`src/rtl/event_edge_pkg.sv`:
```
// event_edge_pkg: shared record type and default sizes for the edge reporter
package event_edge_pkg;
  localparam int N_EV_D = 4;
  localparam int DEPTH_D = 4;
  localparam int TS_W_D = 8;
  localparam int IDX_W = $clog2(N_EV_D);
  localparam int CNT_W = $clog2(DEPTH_D) + 1;
  typedef struct packed {
    logic [IDX_W-1:0]  idx;
    logic              rise;
    logic [TS_W_D-1:0] ts;
  } ev_rec_t;
endpackage

```
`src/rtl/event_fifo.sv`:
```
// event_fifo: synchronous record FIFO; head output reads zero while empty
module event_fifo
  import event_edge_pkg::*;
#(
  parameter type T = ev_rec_t,
  parameter int DEPTH = DEPTH_D,
  localparam int AW = $clog2(DEPTH),
  localparam int CW = AW + 1
) (
  input  logic          clk,
  input  logic          rst,
  input  logic          i_push,
  input  T              i_din,
  input  logic          i_pop,
  output T              o_dout,
  output logic          o_full,
  output logic          o_empty,
  output logic [CW-1:0] o_count
);
  T r_mem [DEPTH];
  logic [AW-1:0] r_wp, r_rp;
  logic [CW-1:0] r_cnt;
  logic w_pop;
  assign w_pop = i_pop && !o_empty;
  assign o_empty = r_cnt == '0;
  assign o_full = r_cnt == CW'(DEPTH);
  assign o_count = r_cnt;
  assign o_dout = o_empty ? '0 : r_mem[r_rp];
  always_ff @(posedge clk)
    if (i_push) r_mem[r_wp] <= i_din;
  always_ff @(posedge clk or posedge rst)
    if (rst) begin
      r_wp <= '0;
      r_rp <= '0;
      r_cnt <= '0;
    end else begin
      if (i_push) r_wp <= r_wp + AW'(1);
      if (w_pop) r_rp <= r_rp + AW'(1);
      r_cnt <= r_cnt + CW'(i_push) - CW'(w_pop);
    end
endmodule

```
`src/rtl/event_edge_reporter.sv`:
```
// event_edge_reporter: turns level transitions on ev into timestamped records
// drained through a valid/ready FIFO, one record serviced per cycle.
module event_edge_reporter
  import event_edge_pkg::*;
#(
  parameter int N_EV = N_EV_D,
  parameter int DEPTH = DEPTH_D,
  parameter int TS_W = TS_W_D,
  localparam int IW = $clog2(N_EV),
  localparam int CW = $clog2(DEPTH) + 1
) (
  input  logic            clk,
  input  logic            rst,
  input  logic [N_EV-1:0] ev,
  output logic            rec_valid,
  input  logic            rec_ready,
  output logic [IW-1:0]   rec_idx,
  output logic            rec_rise,
  output logic [TS_W-1:0] rec_ts,
  output logic [CW-1:0]   count,
  output logic            overflow
);
  typedef struct packed {
    logic [IW-1:0]   idx;
    logic            rise;
    logic [TS_W-1:0] ts;
  } rec_t;
  logic [N_EV-1:0] r_ev_q, r_pend, r_pend_lvl;
  logic [TS_W-1:0] r_ts;
  logic r_ovf;
  logic [N_EV-1:0] w_chg, w_cand, w_lvl, w_svc;
  logic [IW-1:0] w_idx;
  logic w_any, w_full, w_empty, w_pop, w_push, w_lost;
  rec_t w_head, w_rec;
  assign w_chg = ev ^ r_ev_q;
  assign w_cand = r_pend | w_chg;
  assign w_lvl = (r_pend & r_pend_lvl) | (~r_pend & ev);
  always_comb begin
    w_idx = '0;
    w_any = 1'b0;
    for (int i = N_EV - 1; i >= 0; i--)
      if (w_cand[i]) begin
        w_idx = IW'(i);
        w_any = 1'b1;
      end
  end
  assign w_pop = rec_valid && rec_ready;
  assign w_push = w_any && (!w_full || w_pop);
  assign w_svc = w_push ? (N_EV'(1) << w_idx) : '0;
  // a fresh edge landing on a still-pending, unserviced channel is dropped
  assign w_lost = |(w_chg & r_pend & ~w_svc);
  assign w_rec = '{idx: w_idx, rise: w_lvl[w_idx], ts: r_ts};
  always_ff @(posedge clk or posedge rst)
    if (rst) begin
      r_ev_q <= '0;
      r_pend <= '0;
      r_pend_lvl <= '0;
      r_ts <= '0;
      r_ovf <= 1'b0;
    end else begin
      r_ev_q <= ev;
      r_pend <= w_cand & ~w_svc;
      r_pend_lvl <= w_lvl;
      r_ts <= r_ts + TS_W'(1);
      r_ovf <= r_ovf | w_lost;
    end
  event_fifo #(.T(rec_t), .DEPTH(DEPTH)) u_fifo (
    .clk(clk),
    .rst(rst),
    .i_push(w_push),
    .i_din(w_rec),
    .i_pop(w_pop),
    .o_dout(w_head),
    .o_full(w_full),
    .o_empty(w_empty),
    .o_count(count)
  );
  assign rec_valid = !w_empty;
  assign rec_idx = w_head.idx;
  assign rec_rise = w_head.rise;
  assign rec_ts = w_head.ts;
  assign overflow = r_ovf;
endmodule

```
`config.mk`:
```
export PLATFORM = sky130hd
export DESIGN_NAME = event_edge_reporter
export DESIGN_NICKNAME = d
export VERILOG_FILES = /design/src/rtl/event_edge_pkg.sv /design/src/rtl/event_fifo.sv /design/src/rtl/event_edge_reporter.sv
export SDC_FILE = /design/constraint.sdc
export NUM_CORES = 1
export LEC_CHECK = 0
export CORE_ASPECT_RATIO = 1.1
export CORE_MARGIN = 2
export CORE_UTILIZATION = 42
export CTS_BUF_LIST = sky130_fd_sc_hd__clkbuf_2 sky130_fd_sc_hd__clkbuf_4 sky130_fd_sc_hd__clkbuf_8
export CTS_CLUSTER_DIAMETER = 50
export CTS_CLUSTER_SIZE = 20
export DETAILED_ROUTE_END_ITERATION = 8
export HOLD_SLACK_MARGIN = 0.03
export PLACE_DENSITY = 0.63
export SLEW_MARGIN = 10
export SYNTH_ARGS = -nofsm -noshare
export SYNTH_HDL_FRONTEND = slang
export SYNTH_SLANG_ARGS = --single-unit
```
`constraint.sdc`:
```
create_clock -name clk -period 3 [get_ports clk]
set_clock_uncertainty 0.1 [all_clocks]
set_input_delay 0.6 -clock clk [delete_from_list [all_inputs] [get_ports clk]]
set_output_delay 0.6 -clock clk [all_outputs]
set_load 0.03 [all_outputs]
```
# ---- After elaboration in Yosys (flattened, before gate mapping)
# Memory sizes are Yosys's and may differ from the RTL's.
# Cells that the tools add are included.
dict set report word_totals {
  inputBits 7
  register_bits 28
  mem_bits_rw 44
  n_memories 1
  word_cells 50
}
dict set report op_classes {
  shift 1
  bitwise_logic 11
  n_mux 14
  n_lt_le_gt_ge 1
  n_reduce_logical 8
  n_eq_ne 1
  n_addsub 5
}
# name words word_bits rd rd_ports_with_merged_regs write_ports line
set memory_table {}
lappend memory_table {u_fifo.r_mem 4 11 1 0 1 event_fifo.sv:20} ;# T r_mem [DEPTH];
# cell n
set ops {}
lappend ops {{$and A4 B4 Y4} 5}
lappend ops {{$mux W11} 1}
lappend ops {{$add A8 B1 Y8 const B} 1}
lappend ops {{$mux W2} 4}
lappend ops {{$not A4 Y4} 2}
lappend ops {{$or A4 B4 Y4} 2}
lappend ops {{$mux W1} 7}
lappend ops {{$add A2 B1 Y2 const B} 2}
lappend ops {{$mux W4} 1}
lappend ops {{$reduce_or A4 Y1} 1}
lappend ops {{$shl A1 B2 Y4 const A} 1}
lappend ops {{$xor A4 B4 Y4} 1}
lappend ops {{$add A3 B1 Y3} 1}
lappend ops {{$eq A3 B3 Y1 const B} 1}
lappend ops {{$logic_and A1 B1 Y1} 3}
lappend ops {{$logic_not A3 Y1} 1}
lappend ops {{$lt A2 B3 Y1 const B} 1}
lappend ops {{$sub A3 B1 Y3} 1}
lappend ops {{$bmux W1 S2} 1}
lappend ops {{$logic_not A1 Y1} 2}
lappend ops {{$logic_or A1 B1 Y1} 1}
lappend ops {{$or A1 B1 Y1} 1}

# ---- Longest topological paths before layout
dict set report logic_depth {
  depth_word 12
  ltp_mapped 10
  depth_no_buf 10
}

# ---- By module
# From an unflattened synthesis, not the netlist that was laid out.
dict set report hier_totals {
  hier_cells 187
  area_unflattened_um2 2999.1
}
# module instances cells_per_inst area_per_inst_um2
set modules_own_cells {}
lappend modules_own_cells {event_fifo 1 107 2080.7}
lappend modules_own_cells {event_edge_reporter 1 80 918.4}

# ---- Least setup slack after synthesis
# Ideal clock, no wire load.
dict set report synth_path {
  kind {input -> register}
  startpoint {in ev[3]}
  endpoint {reg u_fifo.r_cnt[2], in the netlist u_fifo.o_count[2]}
  t_arrival_ns 2.436
  setup_slack_ns 0.330
  required_ns 2.766
  stages 10
  setup_time_ns 0.134
  cell_sequence {xor2_1 -> nor4_4 -> a31oi_4 -> inv_1 -> ha_1 -> inv_1 -> ha_1 -> fa_1 -> xor2_1 -> xnor2_1}
}
dict set report synth_via {
  elab_chain_cells 9
}
# element line
set synth_lines {}
lappend synth_lines {{start, declared} event_edge_reporter.sv:14} ;# input logic [N_EV-1:0] ev,
lappend synth_lines {{$xor A4 B4 Y4} event_edge_reporter.sv:35} ;# assign w_chg = ev ^ r_ev_q;
lappend synth_lines {{$or A4 B4 Y4} event_edge_reporter.sv:36} ;# assign w_cand = r_pend | w_chg;
lappend synth_lines {{$mux W1 (4 in a row)} event_edge_reporter.sv:42} ;# if (w_cand[i]) begin
lappend synth_lines {{$logic_and A1 B1 Y1} event_edge_reporter.sv:48} ;# assign w_push = w_any && (!w_full || w_pop);
lappend synth_lines {{$add A3 B1 Y3} event_fifo.sv:39} ;# r_cnt <= r_cnt + CW'(i_push) - CW'(w_pop);
lappend synth_lines {{$sub A3 B1 Y3} event_fifo.sv:39}
lappend synth_lines {{end signal, assigned} event_fifo.sv:39}
lappend synth_lines {{end, declared} event_fifo.sv:22} ;# logic [CW-1:0] r_cnt;
# Every way passes these cells.
# A chain may end at the register's enable or synchronous reset.

# ---- Worst setup path in the final report
dict set report layout_path {
  startpoint {reg u_fifo.r_rp[0]}
  endpoint {out rec_ts[0]}
}
dict set report layout_via {
  elab_chain_cells 2
}
# element line
set layout_lines {}
lappend layout_lines {{start, declared} event_fifo.sv:21} ;# logic [AW-1:0] r_wp, r_rp;
lappend layout_lines {{start signal, assigned} event_fifo.sv:38} ;# if (w_pop) r_rp <= r_rp + AW'(1);
lappend layout_lines {{$mem_v2 Z4 W11} --}
lappend layout_lines {{$mux W11} event_fifo.sv:28} ;# assign o_dout = o_empty ? '0 : r_mem[r_rp];
lappend layout_lines {{end, declared} event_edge_reporter.sv:19} ;# output logic [TS_W-1:0] rec_ts,
# Every way passes these cells.

==> flow_summary.yaml <==
setup_path:
  crit_chain: "buf_6 > mux4_2 > and2_1 > clkdlybuf4s50_1"
  crit_fanout: 13
  r2r-start: "u_fifo.o_count[1]"
  cp_num_buf_inv: 2
  critical_path_required_ns: 2.30
  crit_type: "reg2out"
  cp-end-kind: "primary output"
  slowest_stage: "clkdlybuf4s50_1"
  start_kind: "flop"
  max_stage_delay_ns: 0.59
  cp-startpoint: "u_fifo.r_rp[0]"
  crit_family: "buffers and inverters"
  cp.arrival_ns: 2.18
cells_and_area:
  nets: 244
  regArea_um2: 2020
  fin_cells: 319
  diodes: 0
  post-route-util_pct: 52.9
  drive_above_1_share_pct: 24.4
  stdcell_area_um2: 3710
  multi_input_area_um2: 953
  nFillCells: 588
  syn2layout_area_growth_pct: 22.3
global_route:
  overflow: 0
  grt_max_degree: 29
  grt_antenna_before_repair: 0
  grt_pass1_vias: 1615
  grt_pass1_wl_um: 8120
  grtUsageTotal_pct: 13.9
power:
  irDropWorstVdd_mv: 0.624
  p_seq_share_pct: 39.2
  intPower_uw: 2580
  power_density_nw_per_um2: 1040
  fin_total_pwr_uw: 3870
  power_leakage_uw: 0.00141
  pwr-share-clk_pct: 21.4
  power.net_switching_uw: 1290
  switching_share_pct: 33.4
  pwr-share-comb_pct: 39.4
synth:
  synthDistinctLibCells: 42
  synth_cells: 180
  synth_edf_count: 44
  syn_area_um2: 3030
  synthFlopType: "edfxtp_1"
  synthArstFlopShare_pct: 38.9
  yosys_warnings: 0
  yosys_register_bits: 72
  syn-num-nets: 195
  syn_area_per_cell_um2: 16.8
  ys_seq_area_share_pct: 66.7
detailed_routing:
  drt-total-wl_um: 4940
  drt-initial-drc-count: 95
  avgRoutedWirePerCell_um: 15.5
  routed_via_density: 5.00
  drt-pass1-iter-count: 4
  routed-via-count: 1594
  post-route-drc-count: 0
  ant_nets: 0
floorplan:
  num_rows: 32
  initial_utilization_pct: 43.2
  dieWidth_um: 85.0
  die_h_um: 93.1
  ios: 23
  core_area_um2: 7010
  die-area_um2: 7910
timing:
  fmax_mhz: 348
  fin_crit_ns: 2.88
  report.final.slew_viol_count: 0
  period_share_pct: 95.9
  finalHoldViolations: 0
  worstMarginPinSlew_ns: 0.518
  rsz0062_at_grt: "no"
  final-setup-viol-count: 0
  hold_slack_ns: 0.393
  relSlewSlack_pct: 65.1
place:
  dp_cells: 303
  dpl_cell_area_um2: 3480
  dp_hpwl_um: 3320
  gp_congestion: 0.734
  portBuffers: 22
run_status:
  status: "complete, no violations"
run:
  drv_cap: 0
cts:
  clk_latency_ns: 0.33
  cts_buffers: 9
  cts_tree: "done"
  clk_pin_slew_ns: 0.07
  cts.path.max_buffers: 2
  cts.sinks: 72
  h-tree-depth: 3
  cts_root_buf: "clkbuf_8"
worst_hold_path:
  hp-start: "r_pend_lvl[3]"
  worstHoldPathType: "reg2reg"
-- power by group through the flow --
stage | clock network (uW) | registers (uW) | logic [uW]
2_1_floorplan | 0 | 1540 | 957
3_3_place_gp | 0 | 1530 | 1530
3_5_place_dp | 0 | 1540 | 1540
4_1_cts | 847 | 1520 | 1550
5_1_grt | 897 | 1550 | 1650
6_report | 827 | 1520 | 1520
-- layer usage --
layer	routed length, um	share of wire, %	GRT usage [%]	vias to the layer above
met5	0	0	0	-
met4	58	1.2	6.35	0
met3	152	3.1	3.80	5
met2	2510	51	22.3	27
met1	2220	45	17.7	791
li1	-	-	-	771
-- cells by family (layout without fill, tap and decap cells) --
| family | count (synthesis) | after routing | share of synthesized area (%) |
|---|---|---|---|
| compound gates | 16 | 16 | 3.88 |
| flops | 72 | 72 | 66.7 |
| simple gates | 39 | 39 | 8.80 |
| xor+xnor | 16 | 16 | 5.12 |
| fa+ha+maj | 8 | 8 | 3.55 |
| buf+inv | 13 | 67 | 1.78 |
| mux | 16 | 16 | 10.1 |
-- stage by stage --
stage                     TNS (ns)  setup slack (ns)
after floorplan                  0             0.330
after global placement     -0.0651           -0.0651
final                            0             0.123
after detailed placement    -0.140            -0.140
after global routing             0            0.0240
after CTS                        0            0.0294
-- synth_stat cells (2+ instances only) --
cell / instances / area (um^2)
inv_1: 10 / 37.5
dfrtp_1: 28 / 701
nand2_1: 3 / 11.3
xor2_2: 2 / 32.5
edfxtp_1: 44 / 1320
nand4_1: 2 / 12.5
ha_1: 7 / 87.6
a21oi_1: 4 / 20.0
o21ai_0: 4 / 20.0
xnor2_1: 9 / 78.8
xor2_1: 5 / 43.8
mux2_2: 2 / 22.5
nand3_1: 2 / 10.0
and2_1: 16 / 100
mux4_2: 11 / 248
nor2_1: 5 / 18.8
-- cell usage in the layout, fill, tap and decap left out, types with 2 or more instances in the layout --
cell / instances
xnor2_1: 9
clkinvlp_4: 3
mux2_2: 2
and2_1: 16
nor2_1: 5
mux4_2: 11
xor2_2: 2
nand3_1: 2
edfxtp_1: 44
buf_4: 18
inv_1: 10
nand4_1: 2
nand2_1: 3
a21oi_1: 4
ha_1: 7
dfrtp_1: 28
clkbuf_8: 9
bufinv_16: 2
xor2_1: 5
clkdlybuf4s50_1: 22
o21ai_0: 4
-- registers in the layout, indices dropped and copies added, names as in the netlist --
signal,count
u_fifo.r_mem,44
r_ts,8
r_ev_q,4
r_pend,4
r_pend_lvl,4
u_fifo.o_count,3
u_fifo.r_rp,2
u_fifo.r_wp,2
overflow,1
-- path summary, 6_finish.rpt --
kind | to | slack [ns] | cells past startpoint
max | rec_ts[0] | 0.12 | 4
min | r_pend_lvl[3] | 0.39 | 1
max reg2reg | u_fifo.o_count[2] | 0.57 | 8
min reg2reg | r_pend_lvl[3] | 0.39 | 1
max in group asynchronous | u_fifo.r_rp[0] | 2.01 | 3
min in group asynchronous | r_ts[4] | 0.52 | 3
-- layout make-up --
type                    instances  share of cell area (%)
clock inverters                 7                    2.60
multi-input cells              95                    25.7
repair buffers                 41                    9.89
clock buffers                   9                    3.34
well taps                      85                    2.87
flip-flops and latches         72                    54.6
inverters                      10                    1.01
-- timing repair --
item | in CTS | in global routing
endpoints found under the hold margin | 0 | 0
setup endpoints to repair | 0 | 11
setup buffers | 0 | 0
hold buffers | 0 | 0
resized for setup | 0 | 1
(Power assumes the default switching activity.)
